### src/rtl/id_ex_stage.sv
// ID/EX pipeline register for the 5-stage MIPS core, with load-use hazard detection, flush and debug step hold.
// Latency: ID inputs appear on ex_* one clk after the capturing edge; stall is combinational in the same cycle.
// Backpressure: a load-use hazard raises stall for one cycle and turns the EX slot into a bubble; enable=0 freezes everything.
//
// Ports:
//   clk, reset (async, active-low), enable (debug step), flush (branch/jump taken)
//   id_*  : control buses, PC+4, operands, immediate and register fields from the ID stage
//   ex_*  : registered copies presented to the EX stage
//   stall : load-use stall to PC and IF/ID
//   bubble_count : saturating count of load-use bubbles inserted
module id_ex_stage #(
  parameter int DATA_W = 32,
  parameter int REG_W  = 5,
  parameter int CNT_W  = 16
) (
  input  logic              clk,
  input  logic              reset,
  input  logic              enable,
  input  logic              flush,
  input  logic [8:0]        id_execute_bus,
  input  logic [2:0]        id_memory_bus,
  input  logic [1:0]        id_writeBack_bus,
  input  logic [DATA_W-1:0] id_pc,
  input  logic [DATA_W-1:0] id_rs_data,
  input  logic [DATA_W-1:0] id_rt_data,
  input  logic [DATA_W-1:0] id_imm,
  input  logic [REG_W-1:0]  id_rs,
  input  logic [REG_W-1:0]  id_rt,
  input  logic [REG_W-1:0]  id_rd,
  input  logic [REG_W-1:0]  id_shamt,
  output logic [8:0]        ex_execute_bus,
  output logic [2:0]        ex_memory_bus,
  output logic [1:0]        ex_writeBack_bus,
  output logic [DATA_W-1:0] ex_pc,
  output logic [DATA_W-1:0] ex_rs_data,
  output logic [DATA_W-1:0] ex_rt_data,
  output logic [DATA_W-1:0] ex_imm,
  output logic [REG_W-1:0]  ex_rs,
  output logic [REG_W-1:0]  ex_rt,
  output logic [REG_W-1:0]  ex_rd,
  output logic [REG_W-1:0]  ex_shamt,
  output logic              stall,
  output logic [CNT_W-1:0]  bubble_count
);

  logic ex_is_load;
  logic rt_match;
  logic squash;

  // MemRead is bit 1 of {Branch, MemRead, MemWrite}.
  assign ex_is_load = ex_memory_bus[1];

  // Conservative: compares against id_rt even when the ID instruction does not read rt.
  // r0 is never a real dependence.
  assign rt_match = (ex_rt != '0) && ((ex_rt == id_rs) || (ex_rt == id_rt));

  // Gated by enable so stall never asserts while frozen, and by flush so a
  // squashed instruction cannot also stall or be counted.
  assign stall = enable & ~flush & ex_is_load & rt_match;

  // Either condition empties the control buses of the EX slot.
  assign squash = flush | stall;

  always_ff @(posedge clk or negedge reset) begin
    if (!reset) begin
      ex_execute_bus   <= '0;
      ex_memory_bus    <= '0;
      ex_writeBack_bus <= '0;
      ex_pc            <= '0;
      ex_rs_data       <= '0;
      ex_rt_data       <= '0;
      ex_imm           <= '0;
      ex_rs            <= '0;
      ex_rt            <= '0;
      ex_rd            <= '0;
      ex_shamt         <= '0;
      bubble_count     <= '0;
    end else if (enable) begin
      // Data and address fields always follow ID; only control is zeroed.
      ex_pc      <= id_pc;
      ex_rs_data <= id_rs_data;
      ex_rt_data <= id_rt_data;
      ex_imm     <= id_imm;
      ex_rs      <= id_rs;
      ex_rt      <= id_rt;
      ex_rd      <= id_rd;
      ex_shamt   <= id_shamt;
      if (squash) begin
        ex_execute_bus   <= '0;
        ex_memory_bus    <= '0;
        ex_writeBack_bus <= '0;
      end else begin
        ex_execute_bus   <= id_execute_bus;
        ex_memory_bus    <= id_memory_bus;
        ex_writeBack_bus <= id_writeBack_bus;
      end
      if (stall && (bubble_count != {CNT_W{1'b1}})) begin
        bubble_count <= bubble_count + 1'b1;
      end
    end
  end

endmodule
### config.mk
export PLATFORM = sky130hd
export DESIGN_NAME = id_ex_stage
export DESIGN_NICKNAME = d
export VERILOG_FILES = /design/src/rtl/id_ex_stage.sv
export SDC_FILE = /design/constraint.sdc
export NUM_CORES = 1
export LEC_CHECK = 0
export ABC_AREA = 1
export CORE_ASPECT_RATIO = 1.1
export CORE_UTILIZATION = 23
export CTS_CLUSTER_SIZE = 24
export DETAILED_ROUTE_END_ITERATION = 8
export MAX_ROUTING_LAYER = met4
export PLACE_DENSITY = 0.62
export SLEW_MARGIN = 10
export SYNTH_ARGS = -nofsm -noshare
export SYNTH_HDL_FRONTEND = slang
export SYNTH_SLANG_ARGS = --single-unit
export TNS_END_PERCENT = 1
### constraint.sdc
create_clock -name clk -period 2.67 [get_ports clk]
set_clock_uncertainty 0.1 [all_clocks]
set_input_delay 0.534 -clock clk [delete_from_list [all_inputs] [get_ports clk]]
set_output_delay 0.534 -clock clk [all_outputs]
set_load 0.1 [all_outputs]
Word-level counts from Yosys, hierarchy flattened
Index checks and enable logic that the tools add are counted.

operators by class
  $add $sub $neg = 1
  equality and inequality tests = 3
  multiplexer cells = 3
  bitwise logic cells = 5
  reduce and logical (&&, ||, !) cells = 5

operator list
  kind                   number
  $add 16x1->16 const B  1
  $ne 16x16->1 const B   1
  $eq 5x5->1             2
  $mux 9                 1
  $reduce_bool 5->1      1
  $and 1x1->1            3
  $mux 3                 1
  $logic_and 1x1->1      2
  $mux 2                 1
  $reduce_and 2->1       1
  $logic_or 1x1->1       1
  $not 1->1              1
  $or 1x1->1             1

storage, ports and cells
  bits in registers = 178
  input port bits = 166
  output and inout bits = 179
  word-level logic and storage cells = 29

Longest topological paths before layout
  depth after elaboration = 6
  depth in mapped cells = 10
  gate-level depth less buffers = 9

Least setup slack after synthesis
OpenSTA, ideal clock, no wires.

  path type = register to output
  start point = register ex_rt[0]
  end point = output stall
  arrival time = 2.367 ns
  data required time = 2.036 ns
  slack = -0.331 ns
  cell stages (with the launch flop) = 10
  path buffers = 1
  path through = dfrtp_1 -> nand2_1 -> clkinv_1 -> nor2_1 -> nor2_1 -> nand3_1 -> nand2_2 -> nand2_2 -> buf_4 -> inv_1

on the way
  cells in the longest elaborated chain, start to end = 4
  elaborated cells on any way between the ends = 6
  classes of those cells = eq/ne: 2; bitwise: 1; reduce/logical: 3

ends and longest elaborated chain
  item                    RTL line  source
  from (decl)             39        output logic [REG_W-1:0] ex_rt,
  from (signal assigned)  85        ex_rt <= id_rt;
  $eq 5x5->1              55        assign rt_match = (ex_rt != '0) && ((ex_rt == id_rs) || (ex_rt == id_rt));
  $logic_or 1x1->1        55
  $logic_and 1x1->1 *     55
  $and 1x1->1 *           59        assign stall = enable & ~flush & ex_is_load & rt_match;
  to (decl)               42        output logic stall,

Every way passes the cells marked *; elsewhere a longest branch is shown, timed or not.

Worst setup path after layout
  start point = input id_rt[4]
  end point = output stall

on the way
  cells in the longest elaborated chain, start to end = 4

ends and longest elaborated chain
  item               RTL line  source
  from (decl)        28        input logic [REG_W-1:0] id_rt,
  $eq 5x5->1         55
  $logic_or 1x1->1   55
  $logic_and 1x1->1  55
  $and 1x1->1        59

Every way passes these cells.

==> load_flow_metrics.sql <==
INSERT INTO impl_metrics (metric_group, metric, value, unit) VALUES
('global_routing', 'via_count_of_the_first_global_routing_pass', '6490', ''),
('detailed_routing', 'detail_route.drc_violations', '0', ''),
('flow_run', 'max_cap_violations', '0', ''),
('floorplanning', 'die_x', '172.2', 'µm'),
('timing', 'report.final.hold_viol_count', '0', ''),
('timing', 'final-max-slew-violation-count', '0', ''),
('logic_synthesis', 'netlist_top_cells_area', 'sky130_fd_sc_hd__dfrtp_1 61%, sky130_fd_sc_hd__nand2_1 28%, sky130_fd_sc_hd__nand4_1 1.9%, sky130_fd_sc_hd__nand3_1 1.6%, sky130_fd_sc_hd__nor2_1 1.1%', ''),
('clock_network', 'cts_num_sinks', '178', ''),
('pwr', 'power.total', '8.143', 'mW'),
('logic_synthesis', 'synthDominantCellAreaShare', '0.6077', ''),
('logic_synthesis', 'yosysWarnings', '0', ''),
('logic_synthesis', 'netlist.top_cell.by_area', 'sky130_fd_sc_hd__dfrtp_1', ''),
('floorplanning', 'die_area', '32590', 'µm²'),
('logic_synthesis', 'synthArstFlopShare', '1.000', ''),
('setup_path', 'crit_path_max_fanout', '3', ''),
('cells_and_area', 'final_design_area_no_fill', '11380', 'µm²'),
('place', 'place_area', '10820', 'µm²'),
('setup_path', 'worst_ep_arrival', '1.81', 'ns'),
('cells_and_area', 'syn_to_final_growth', '55.22', '%'),
('setup_path', 'startpoint', 'id_rt[4]', ''),
('timing', 'clock.fmax', '0.4097', 'GHz'),
('pwr', 'cellLeakagePower', '5.866', 'nW'),
('hold_path', 'hold_path.class', 'reg -> reg', ''),
('outcome', 'outcome', 'complete, no violations', ''),
('global_routing', 'grt_first_pass_wirelength', '34.75', 'mm'),
('clock_network', 'cts_hold_repair.buffers', '1', ''),
('logic_synthesis', 'synth_cell_types', '24', ''),
('clock_network', 'number_of_gates_given_a_new_drive_strength_after_cts', '0', ''),
('detailed_routing', 'detail_route.vias_per_cell', '4.097', ''),
('place', 'gp_routability_congestion', '0.8108', ''),
('clock_network', 'post_cts.repair.setup_buffers', '0', ''),
('timing', 'totalNegativeSetupSlack', '0', 'ns'),
('clock_network', 'clock_tree_from_tritoncts', 'yes', ''),
('global_routing', 'number_of_antenna_violations_at_the_first_check_in_global_routing', '1', ''),
('pwr', 'power-per-cell-area', '715.8', 'nW/µm²'),
('timing', 'finalSetupViolations', '0', ''),
('logic_synthesis', 'synth_flop_cell', 'sky130_fd_sc_hd__dfrtp_1', ''),
('timing', 'min_period_over_period', '0.9141', ''),
('floorplanning', 'floorplan.initialDensity', '0.2335', ''),
('detailed_routing', 'wl', '22.69', 'mm'),
('detailed_routing', 'detail-route-antenna-nets', '0', ''),
('timing', 'max_slew_margin', '0.4656', ''),
('floorplanning', 'floorplan.core_area', '31400', 'µm²'),
('setup_path', 'endpoint_kind', 'output port', ''),
('setup_path', 'critPathLaunchType', 'input port', ''),
('pwr', 'ir_drop', '281.3', 'µV'),
('detailed_routing', 'num_vias', '6748', ''),
('setup_path', 'critPathRequiredTime', '2.04', 'ns'),
('logic_synthesis', 'yosysSeqAreaShare', '0.6077', ''),
('setup_path', 'crit-reg2reg-launch', 'bubble_count[0]', ''),
('logic_synthesis', 'synth-seq-cells', '178', ''),
('clock_network', 'number_of_buffers_inserted_during_clock_tree_synthesis', '17', ''),
('logic_synthesis', 'synth-edff-count', '0', ''),
('timing', 'worst-slew-pin-transition', '0.8015', 'ns'),
('clock_network', 'clock-root-buffer', 'sky130_fd_sc_hd__clkbuf_16', ''),
('hold_path', 'holdCritStartpoint', 'ex_rd[0]', ''),
('cells_and_area', 'numnets_final', '1380', ''),
('cells_and_area', 'drive_gt1_frac', '0.1998', ''),
('cells_and_area', 'utilization', '0.3624', ''),
('timing', 'rsz0062_at_grt', 'no', ''),
('global_routing', 'grt_max_degree', '162', ''),
('cells_and_area', 'number_of_inserted_filler_cells_in_the_final_layout', '3228', ''),
('clock_network', 'path_clk_slew', '0.06', 'ns'),
('floorplanning', 'floorplan.die.height', '189.2', 'µm'),
('place', 'placement.io_buffers', '344', ''),
('floorplanning', 'rows', '68', ''),
('logic_synthesis', 'synthesis.nets', '1046', ''),
('clock_network', 'htreeDepth', '4', ''),
('logic_synthesis', 'netlist_area', '7330', 'µm²'),
('clock_network', 'cts-root-to-sink-buffers', '2', ''),
('detailed_routing', 'detailedRoute.firstIterationViolations', '279', '');
## critical path, stage by stage
cell	delay (ns)
sky130_fd_sc_hd__clkdlybuf4s50_1	0.50
sky130_fd_sc_hd__inv_1	0.05
sky130_fd_sc_hd__nand2_1	0.05
sky130_fd_sc_hd__nand2_1	0.04
sky130_fd_sc_hd__nor2_1	0.10
sky130_fd_sc_hd__nand3_1	0.09
sky130_fd_sc_hd__nand2_2	0.11
sky130_fd_sc_hd__nand2_2	0.07
sky130_fd_sc_hd__clkinvlp_4	0.08
sky130_fd_sc_hd__buf_12	0.16
## per-layer routing
metal | routed length [µm] | part of all wire | vias up | global-route usage
li1 | - | - | 3376 | -
met1 | 9538 | 0.42 | 3159 | 0.1626
met2 | 11580 | 0.51 | 201 | 0.2426
met3 | 1371 | 0.060 | 12 | 0.03700
met4 | 202 | 0.0089 | 0 | 0.03982
met5 | 0 | 0 | - | -
## where the power goes
group / switching, mW / internal (mW)
Combinational: 2.11 / 0.623
Sequential: 0.139 / 2.92
Clock: 1.11 / 1.24
Total: 3.36 / 4.78
## worst paths after layout
check / endpoint / slack, ns / cells after the start
max: stall / 0.23 / 10
min: ex_rd[0] / 0.37 / 2
max reg2reg: bubble_count[13] / 0.67 / 7
min reg2reg: ex_rd[0] / 0.37 / 2
max in group asynchronous: ex_imm[10] / 1.20 / 3
min in group asynchronous: ex_rs[4] / 0.56 / 2
## metrics by stage
| stage | hold WS [ns] | cells | setup slack, ns |
|---|---|---|---|
| global placement | 0.3543 | 1613 | 0.2278 |
| floorplan | 0.1384 | 879 | 0.2042 |
| global route | 0.3856 | 1647 | 0.08692 |
| CTS | 0.3761 | 1646 | 0.2333 |
| detailed placement | 0.3592 | 1613 | 0.2417 |
| finish | 0.3702 | 1647 | 0.2293 |
## cells in the final DEF, fill, tap and decap left out, types with 2 or more instances in the layout
master and instances:
sky130_fd_sc_hd__clkinv_2 4, sky130_fd_sc_hd__nand3_1 23, sky130_fd_sc_hd__clkinvlp_4 6, sky130_fd_sc_hd__xnor2_1 6, sky130_fd_sc_hd__clkdlybuf4s50_1 163, sky130_fd_sc_hd__clkinv_4 2
sky130_fd_sc_hd__buf_4 185, sky130_fd_sc_hd__o21ai_0 11, sky130_fd_sc_hd__nor2_1 21, sky130_fd_sc_hd__nor2_4 2, sky130_fd_sc_hd__dfrtp_1 172, sky130_fd_sc_hd__clkbuf_16 17
sky130_fd_sc_hd__inv_1 16, sky130_fd_sc_hd__inv_2 6, sky130_fd_sc_hd__nand2_1 540, sky130_fd_sc_hd__dfrtp_2 6, sky130_fd_sc_hd__xor2_1 3, sky130_fd_sc_hd__nand2_2 2
sky130_fd_sc_hd__nand4_1 22, sky130_fd_sc_hd__buf_12 5, sky130_fd_sc_hd__clkbuf_8 2
## kinds of logic after synthesis
| group | Yosys count | share of synthesized area |
|---|---|---|
| AO/OA/AOI/OAI | 11 | 0.007511 |
| XOR/XNOR | 9 | 0.01076 |
| adder cells (fa/ha/maj) | 1 | 0.001707 |
| buffers and inverters | 65 | 0.03687 |
| flip-flops | 178 | 0.6077 |
| AND/OR/NAND/NOR | 615 | 0.3354 |
## state kept, by name, summed over array words and instances (netlist names), 5 cells and up
signal	flops
bubble_count	16
ex_execute_bus	9
ex_imm	32
ex_pc	32
ex_rd	5
ex_rs	5
ex_rs_data	32
ex_rt	5
ex_rt_data	32
ex_shamt	5
## final cells by class
cell class / instances / area (µm²) / area share
repair buffers: 355 / 3142 / 0.2761
flip-flops and latches: 178 / 4462 / 0.3922
clock buffers: 20 / 456.7 / 0.04014
diodes: 1 / 2.502 / 0.0002199
inverters: 25 / 100.1 / 0.008798
well taps: 420 / 525.5 / 0.04619
multi-input cells: 636 / 2605 / 0.2290
clock inverters: 12 / 83.83 / 0.007368
Power figures use the tool's default switching activity.
